<file path="src/rtl/boss_hp_pkg.sv">
// Shared game constants and types for the boss blocks (hit points, hitbox, FSM states).
package boss_hp_pkg;

  localparam int unsigned COORD_W      = 10;
  localparam int unsigned HP_W         = 10;
  localparam int unsigned BOSS_HP_INIT = 450;
  localparam int unsigned PHASE_HI     = 300;
  localparam int unsigned PHASE_LO     = 150;
  localparam int unsigned BOSS_HIT_W   = 64;
  localparam int unsigned BOSS_HIT_H   = 48;

  typedef enum logic [1:0] {
    ST_ARMED  = 2'd0,
    ST_FIGHT  = 2'd1,
    ST_IFRAME = 2'd2,
    ST_DEAD   = 2'd3
  } boss_state_e;

  // Fight phase from hit points: 0 above PHASE_HI, 3 once the boss is at zero.
  function automatic logic [1:0] hp_phase(input logic [HP_W-1:0] hp);
    logic [1:0] ph;
    if (hp == '0)                          ph = 2'd3;
    else if (hp <= HP_W'(PHASE_LO))        ph = 2'd2;
    else if (hp <= HP_W'(PHASE_HI))        ph = 2'd1;
    else                                   ph = 2'd0;
    return ph;
  endfunction

endpackage

</file>
<file path="src/rtl/boss_hp_box_hit.sv">
// Point-in-box test; box end is computed one bit wider so boxes near the screen edge never wrap.
module box_hit
  import boss_hp_pkg::*;
(
  input  logic [COORD_W-1:0] px_i,
  input  logic [COORD_W-1:0] py_i,
  input  logic [COORD_W-1:0] bx_i,
  input  logic [COORD_W-1:0] by_i,
  input  logic [COORD_W-1:0] bw_i,
  input  logic [COORD_W-1:0] bh_i,
  output logic               hit_c_o
);

  logic [COORD_W:0] x_end_c;
  logic [COORD_W:0] y_end_c;

  assign x_end_c = {1'b0, bx_i} + {1'b0, bw_i};
  assign y_end_c = {1'b0, by_i} + {1'b0, bh_i};

  assign hit_c_o = (px_i >= bx_i) && ({1'b0, px_i} < x_end_c) &&
                   (py_i >= by_i) && ({1'b0, py_i} < y_end_c);

endmodule

</file>
<file path="src/rtl/boss_hp.sv">
// Boss hit-point tracker: accepts bullet hits, runs invulnerability frames and reports phase/death.
module boss_hp
  import boss_hp_pkg::*;
#(
  parameter int unsigned HP_INIT = BOSS_HP_INIT,
  parameter int unsigned DMG     = 10,
  parameter int unsigned BOSS_W  = BOSS_HIT_W,
  parameter int unsigned BOSS_H  = BOSS_HIT_H,
  parameter int unsigned IFRAMES = 4
) (
  input  logic               clk22,
  input  logic               rst_n,
  input  logic               restart,
  input  logic               boss,
  input  logic [COORD_W-1:0] bossx,
  input  logic [COORD_W-1:0] bossy,
  input  logic               bul_valid,
  input  logic [COORD_W-1:0] bulx,
  input  logic [COORD_W-1:0] buly,
  output logic [HP_W-1:0]    bosshp,
  output logic               hit,
  output logic               flash,
  output logic [1:0]         phase,
  output logic               boss_dead
);

  localparam int unsigned CNT_W = (IFRAMES > 1) ? $clog2(IFRAMES) : 1;

  boss_state_e       state_q, state_d;
  logic [HP_W-1:0]   hp_q, hp_d;
  logic [CNT_W-1:0]  cnt_q, cnt_d;
  logic              hit_q, hit_d;
  logic              flash_q, flash_d;
  logic              dead_q, dead_d;
  logic [1:0]        phase_q, phase_d;
  logic              in_box_c;
  logic              overlap_c;
  logic [HP_W-1:0]   hp_after_c;

  box_hit u_box_hit (
    .px_i    (bulx),
    .py_i    (buly),
    .bx_i    (bossx),
    .by_i    (bossy),
    .bw_i    (COORD_W'(BOSS_W)),
    .bh_i    (COORD_W'(BOSS_H)),
    .hit_c_o (in_box_c)
  );

  assign overlap_c  = bul_valid && boss && in_box_c;
  assign hp_after_c = (hp_q > HP_W'(DMG)) ? (hp_q - HP_W'(DMG)) : '0;

  always_ff @(posedge clk22 or negedge rst_n) begin
    if (!rst_n) begin
      state_q <= ST_ARMED;
      hp_q    <= HP_W'(HP_INIT);
      cnt_q   <= '0;
      hit_q   <= 1'b0;
      flash_q <= 1'b0;
      dead_q  <= 1'b0;
      phase_q <= hp_phase(HP_W'(HP_INIT));
    end else begin
      state_q <= state_d;
      hp_q    <= hp_d;
      cnt_q   <= cnt_d;
      hit_q   <= hit_d;
      flash_q <= flash_d;
      dead_q  <= dead_d;
      phase_q <= phase_d;
    end
  end

  // Next state; with boss off-screen the fight and its i-frame countdown are frozen.
  always_comb begin
    state_d = state_q;
    hp_d    = hp_q;
    cnt_d   = cnt_q;
    hit_d   = 1'b0;
    if (restart) begin
      state_d = ST_ARMED;
      hp_d    = HP_W'(HP_INIT);
      cnt_d   = '0;
    end else begin
      unique case (state_q)
        ST_ARMED: begin
          hp_d = HP_W'(HP_INIT);
          if (boss) state_d = ST_FIGHT;
        end
        ST_FIGHT: begin
          if (overlap_c) begin
            hit_d   = 1'b1;
            hp_d    = hp_after_c;
            cnt_d   = CNT_W'(IFRAMES - 1);
            state_d = (hp_after_c != '0) ? ST_IFRAME : ST_DEAD;
          end
        end
        ST_IFRAME: begin
          if (boss) begin
            if (cnt_q == '0) state_d = ST_FIGHT;
            else             cnt_d   = cnt_q - CNT_W'(1);
          end
        end
        ST_DEAD: begin
          hp_d = '0;
        end
        default: state_d = ST_ARMED;
      endcase
    end
    flash_d = (state_d == ST_IFRAME);
    dead_d  = (state_d == ST_DEAD);
    phase_d = hp_phase(hp_d);
  end

  assign bosshp    = hp_q;
  assign hit       = hit_q;
  assign flash     = flash_q;
  assign phase     = phase_q;
  assign boss_dead = dead_q;

endmodule

</file>
<file path="config.mk">
export PLATFORM = sky130hd
export DESIGN_NAME = boss_hp
export DESIGN_NICKNAME = d
export VERILOG_FILES = /design/src/rtl/boss_hp_pkg.sv /design/src/rtl/boss_hp_box_hit.sv /design/src/rtl/boss_hp.sv
export SDC_FILE = /design/constraint.sdc
export NUM_CORES = 1
export LEC_CHECK = 0
export ABC_AREA = 1
export CELL_PAD_IN_SITES_DETAIL_PLACEMENT = 0
export CELL_PAD_IN_SITES_GLOBAL_PLACEMENT = 1
export CORE_ASPECT_RATIO = 1.2
export CORE_MARGIN = 3
export CORE_UTILIZATION = 35
export DETAILED_ROUTE_END_ITERATION = 6
export GPL_TIMING_DRIVEN = 0
export PLACE_DENSITY_LB_ADDON = 0.1
export SYNTH_ARGS = -nofsm -noshare
export SYNTH_HDL_FRONTEND = slang
export SYNTH_SLANG_ARGS = --single-unit
</file>
<file path="constraint.sdc">
create_clock -name clk22 -period 2.6 [get_ports clk22]
set_input_delay 0.52 -clock clk22 [delete_from_list [all_inputs] [get_ports clk22]]
set_output_delay 0.52 -clock clk22 [all_outputs]
set_load 0.01 [all_outputs]
</file>
Word-level counts from Yosys, hierarchy flattened
Cells that the tools add are included.
{"block": "word_totals", "output_inout_bits": 15, "input_bits": 45, "wordCells": 59, "register_bits": 19}
{"block": "op_classes", "reduce_logical": 11, "muxes": 22, "n_lt_le_gt_ge": 7, "n_eq_ne": 8, "n_addsub": 4}
{"operator": "10-bit two-way mux", "count": 3}
{"operator": "10-bit case mux with 3 select lines", "count": 1}
{"operator": "10-bit by 11-bit less-than comparator with 1-bit output", "count": 2}
{"operator": "2-bit two-way mux", "count": 11}
{"operator": "10-bit >= comparator", "count": 2}
{"operator": "10-bit by 6-bit adder with 11-bit output (second input constant)", "count": 1}
{"operator": "10-bit by 7-bit adder with 11-bit output (second input constant)", "count": 1}
{"operator": "10-bit by 4-bit greater-than comparator with 1-bit output (second input constant)", "count": 1}
{"operator": "10-bit by 8-bit <= comparator with 1-bit output (second input constant)", "count": 1}
{"operator": "10-bit by 9-bit <= comparator with 1-bit output (second input constant)", "count": 1}
{"operator": "10-bit logical NOT", "count": 1}
{"operator": "10-bit nonzero test", "count": 1}
{"operator": "10-bit by 4-bit subtractor with 10-bit output (second input constant)", "count": 1}
{"operator": "3-bit inequality test (second input constant)", "count": 3}
{"operator": "2-bit equality test (second input constant)", "count": 4}
{"operator": "2-bit case mux with 3 select lines", "count": 1}
{"operator": "1-bit logical AND", "count": 5}
{"operator": "1-bit two-way mux", "count": 5}
{"operator": "2-bit logical NOT", "count": 2}
{"operator": "2-bit case mux with 2 select lines", "count": 1}
{"operator": "4-bit AND reduction", "count": 1}
{"operator": "3-bit nonzero test", "count": 1}
{"operator": "2-bit by 1-bit equality test with 1-bit output (second input constant)", "count": 1}
{"operator": "2-bit by 1-bit subtractor with 2-bit output (second input constant)", "count": 1}

Longest topological paths before layout
{"block": "logic_depth", "ltp_word": 13, "depth_mapped": 23, "depth_no_buf": 23}

Cells and area by module
A second synthesis with hierarchy kept.
{"block": "unflattened", "hier_cells": 477, "hier_area_um2": 3153.0}
{"mod": "box_hit", "area_each_um2": 1839.3, "n_inst": 1, "seq_area_each_um2": 0.0, "cells_each": 286}
{"mod": "boss_hp", "area_each_um2": 1313.8, "n_inst": 1, "seq_area_each_um2": 480.5, "cells_each": 191}

Worst setup path before layout
OpenSTA, ideal clock, no wires.
{"block": "synth_timing", "path_kind": "input to register", "start": "input port bossy[4]", "end": "register phase_q[0] (netlist: phase[0])", "cell_stages": 20, "arrival_time_ns": 2.571, "t_required_ns": 2.484, "setup_slack_ns": -0.087, "n_path_buf": 1, "setup_time_ns": 0.116, "cell_sequence": "inv_1 -> ha_1 -> xor2_1 -> ha_1 -> a21o_1 -> a21oi_1 -> a21oi_1 -> nor2_4 -> nand2_2 -> buf_6 -> nand2_2 -> nand3_2 -> a21oi_4 -> inv_2 -> nor2_1 -> nand2_1 -> nand2_1 -> nand2_1 -> nand2_1 -> nand2_1"}
{"block": "synth_between", "elab_chain_len": 11, "word_cells_on_any_way": 15, "cone_classes": "add/sub: 1; order compare: 4; mux: 6; reduce/logical: 4"}
{"item": "start: declaration", "line": "boss_hp.sv:16", "text": "input logic [COORD_W-1:0] bossy,"}
{"item": "10-bit by 6-bit adder with 11-bit output / 10-bit >= comparator (equally long branches)", "line": "boss_hp_box_hit.sv:18, boss_hp_box_hit.sv:21"}
{"item": "10-bit by 11-bit less-than comparator with 1-bit output / 1-bit logical AND (equally long branches)", "line": "boss_hp_box_hit.sv:21, boss_hp_box_hit.sv:20"}
{"item": "1-bit logical AND *", "line": "boss_hp_box_hit.sv:21", "text": "(py_i >= by_i) && ({1'b0, py_i} < y_end_c);"}
{"item": "1-bit logical AND *", "line": "boss_hp.sv:50", "text": "assign overlap_c = bul_valid && boss && in_box_c;"}
{"item": "10-bit two-way mux *", "line": "boss_hp.sv:90", "text": "if (overlap_c) begin"}
{"item": "10-bit case mux with 3 select lines *", "line": "boss_hp.sv:84", "text": "unique case (state_q)"}
{"item": "10-bit two-way mux *", "line": "boss_hp.sv:79", "text": "if (restart) begin"}
{"item": "named net hp_d[6]", "line": "boss_hp.sv:30", "text": "logic [HP_W-1:0] hp_q, hp_d;"}
{"item": "10-bit by 9-bit <= comparator with 1-bit output", "line": "boss_hp_pkg.sv:24", "text": "else if (hp <= HP_W'(PHASE_HI)) ph = 2'd1;"}
{"item": "1-bit two-way mux", "line": "boss_hp_pkg.sv:24"}
{"item": "2-bit two-way mux", "line": "boss_hp_pkg.sv:23", "text": "else if (hp <= HP_W'(PHASE_LO)) ph = 2'd2;"}
{"item": "2-bit two-way mux *", "line": "boss_hp_pkg.sv:22", "text": "if (hp == '0) ph = 2'd3;"}
{"item": "named net phase_d[0]", "line": "boss_hp.sv:35", "text": "logic [1:0] phase_q, phase_d;"}
{"item": "end signal: assignment", "line": "boss_hp.sv:61", "text": "phase_q <= hp_phase(HP_W'(HP_INIT));"}
{"item": "end signal: assignment", "line": "boss_hp.sv:69", "text": "phase_q <= phase_d;"}
{"item": "end: declaration", "line": "boss_hp.sv:35"}
Mark *: on every way through the listed nets, which the timed path passes. The rest lies on a longest branch.
A chain may end at the register's enable or synchronous reset.

Final worst setup path
{"block": "layout_timing", "start": "input port bossy[5]", "end": "register phase_q[0] (netlist: phase[0])"}
Same word-level chain as after synthesis.

==> summary.md <==
| Metric | Value |
|---|---|
| Share of the synthesized area in the top cell type | ~18% |
| Filler cells | 666 |
| Iter 0 DRT Violations | 43 |
| Worst setup path category | primary input to register |
| Slowest-stage cell, CP | ha_1 |
| Fin Setup TNS | -0.0146 ns |
| Crit. End Element | register |
| Overall Global Routing Usage | 16.9% |
| Status | finished with violations |
| Synth cell types | 34 |
| Cell count after synthesis | 367 |
| Crit-path cells | buf_8 -> inv_12 -> ha_4 -> xor2_2 -> ha_1 -> a21o_1 -> a21oi_2 -> a21oi_2 -> nor2_4 -> nand2_4 -> buf_6 -> nand2_2 -> nand2_2 -> nor2_4 -> nand2_1 -> nor2_2 -> nand3_1 -> nand2_1 -> nand2_1 -> nand2_1 |
| Rows | 32 |
| DIE WIDTH | ~80 µm |
| Routability cong. | 0.811 |
| Slew headroom | approximately 44% |
| Worst-path maximum fanout | 5 |
| Die Area | 7790 µm² |
| Initial antenna violation count | 0 |
| #FFs+latches synth | 19 |
| Worst slew pin tran | 0.844 ns |
| Cell mode on critical path | nand2_1 |
| TritonCTS clock tree | done |
| Pwr Total | just over 0.9 mW |
| IO buf count | 59 |
| DR pass1 iterations | 4 |
| CP startpoint | bossy[5] |
| TritonCTS Buffers | 3 |
| Post-route setup slack | -0.0146 ns |
| Synthesized area | around 2400 µm² |
| Data arrival time at the worst-slack endpoint | 2.81 ns |
| Commonest cells in the netlist | 95 x nand2_1, 61 x inv_1, 35 x nor2_1 |
| Worst-skew pair later-pin latency | 0.25 ns |
| Dpl ws | -0.926 ns |
| CTS root buf | clkbuf_8 |
| Vias in the first global route | 2511 |
| Crit path launch type | primary input |
| Req. time, crit path | 2.79 ns |
| Post-synth ARST share | 100% |
| Fin. max-slew vios | 0 |
| Largest net degree at the start of global routing | 20 |
| Min-Delay Path Class | register to register |
| Violated checks | setup timing |
| Delay-heaviest family, CP | simple AND/OR/NAND/NOR gates |
| Post-synth EDFFs | 0 |
| RR Startpoint | bosshp[1] |
| Final setup viols | 1 |
| Slowest stage delay, CP | 0.29 ns |
| H-tree depth | 1 |
| Die Ht | 96.1 µm |
| PwrDens | 261 nW/µm² |
| Boundary Pins | 60 |
| Vias per cell | 4.74 |
| Util after Layout | 53.9% |
| DR DRC count | 0 |
| Most numerous cell in the Yosys netlist | nand2_1 |
| Top_reg_cell synth | dfrtp_1 |
| Nets | 524 |
| Clk buf depth | 2 |
| Layout cells sized above 1 | 23.9% |
| Yosys warning count | 0 |
| DR vias | 2506 |
| Clk slew on worst S/H paths | around 0.070 ns |
| Layout area overhead | 47.6% |
| Post-DP HPWL | 5.00 mm |
| Seq/Total Area, Yosys | 20.3% |
| Min-delay src | cnt_q[1] |
| Clock Sink Count | 19 |
| Endpoints failing hold | 0 |
| Max-cap viol count | 0 |
| Gr ovfl total | 0 |
| Lkg Pwr | approximately 1.8 nW |
| Starting Density | 36.5% |
| Ant diodes | 0 |
| Cell taking the most area after synthesis | ha_1 |
| DR WL/cell | 12.1 µm |
| Mean area per synthesized cell | around 6.5 µm² |
| Peak Freq | 382 MHz |
| WP buf/inv | 3 |
| Synth Net Count | 446 |
| Min Tclk post-route | 2.61 ns |
| RSZ-0062 raised after global routing | true |
| Clk_skew | 0.00135 ns |
| Detail Route Antenna Nets | 0 |
| Maximum VDD drop | about 0.00030 V |
| Area contributors post-synth | ha_1 18%, dfrtp_1 16%, nand2_1 15% |
| Final worst path period share | 101% |
| Area of the core | 6490 µm² |
| First-pass GRT wire length | between 10 and 15 mm |
| Post-detailed-routing wire length | between 6 and 7 mm |
| Hold-fix buffers at CTS | 0 |
==> flip-flops by register name, indices dropped and copies added (netlist names) <==
register,count
hit,1
flash,1
boss_dead,1
bosshp,10
phase,2
cnt_q,2
state_q,2
==> tightest hold or removal path, stage by stage (launching register included) <==
cell	delay, ns
dfrtp_1	0.32
inv_1	0.05
a21oi_1	0.11
==> metrics by stage <==
step | cell area (µm²) | hold WS (ns) | instances
after global placement | 3110 | 0.496 | 511
after floorplan | 2410 | 0.224 | 367
final | 3500 | 0.517 | 529
after detailed placement | 3110 | 0.508 | 511
after global routing | 3500 | 0.566 | 529
after CTS | 3370 | 0.522 | 524
==> placed cells by master (no fill, tap or decap), types with 6 or more instances in the layout <==
| master | count |
|---|---|
| nand3_2 | 8 |
| inv_2 | 16 |
| buf_4 | 13 |
| nand2_2 | 10 |
| nor2_1 | 29 |
| a21oi_2 | 6 |
| nand2_1 | 89 |
| dlygate4sd2_1 | 26 |
| nor2_2 | 6 |
| a21oi_1 | 15 |
| o21ai_0 | 7 |
| ha_4 | 11 |
| inv_1 | 50 |
| ha_1 | 23 |
| dfrtp_1 | 15 |
| clkdlybuf4s50_1 | 26 |
| nand3_1 | 29 |
==> per-layer routing <==
| metal | vias to the layer above | GRT usage, % | wire length (µm) | share of wire (%) |
|---|---|---|---|---|
| met1 | 1112 | 19.3 | 2670 | 42 |
| met3 | 11 | 1.50 | 231 | 3.6 |
| met5 | - | 0 | 0 | 0 |
| met2 | 56 | 32.5 | 3370 | 53 |
| li1 | 1327 | - | - | - |
| met4 | 0 | 5.49 | 121 | 1.9 |
==> worst paths after layout <==
check	end	depth (start not counted)	slack [ns]
setup / recovery	phase[0]	20	-0.01
hold / removal	cnt_q[1]	2	0.52
setup reg to reg	phase[0]	14	0.22
hold reg to reg	cnt_q[1]	2	0.52
max in group asynchronous	cnt_q[1]	1	1.33
min in group asynchronous	phase[0]	1	0.75
==> cells by family after synthesis <==
family                     count (synthesis)  synth area share, %
and+or+nand+nor                          187                 35.3
buffers and inverters                     72                 11.7
AOI/OAI and AO/OA                         47                 11.7
adders and majority gates                 34                 18.0
DFF                                       19                 20.3
xor gates and xnor gates                   8                 2.96
==> report_power, final <==
group          internal (mW)  leakage, nW  switching [mW]
combinational          0.186         1.51           0.214
clock                  0.109       0.0228          0.0904
sequential             0.303        0.250          0.0107
total                  0.598         1.79           0.315
==> area by class of cell <==
class | count | area, µm² | share of cell area (%)
Sequential cell | 19 | 480 | 13.7
Clock buffer | 4 | 45.0 | 1.29
Multi-Input combinational cell | 276 | 1890 | 54.1
Timing Repair Buffer | 73 | 672 | 19.2
Tap cell | 85 | 106 | 3.04
Inverter | 70 | 285 | 8.16
Buffer | 2 | 15.0 | 0.429
==> timing repair <==
action | 4_1_cts | 5_1_grt
pin swaps | 39 | 14
setup buffers | 8 | 5
endpoints found under the setup margin | 19 | 6
gates cloned | 1 | 0
resized for setup | 96 | 25
Power figures use the tool's default switching activity.
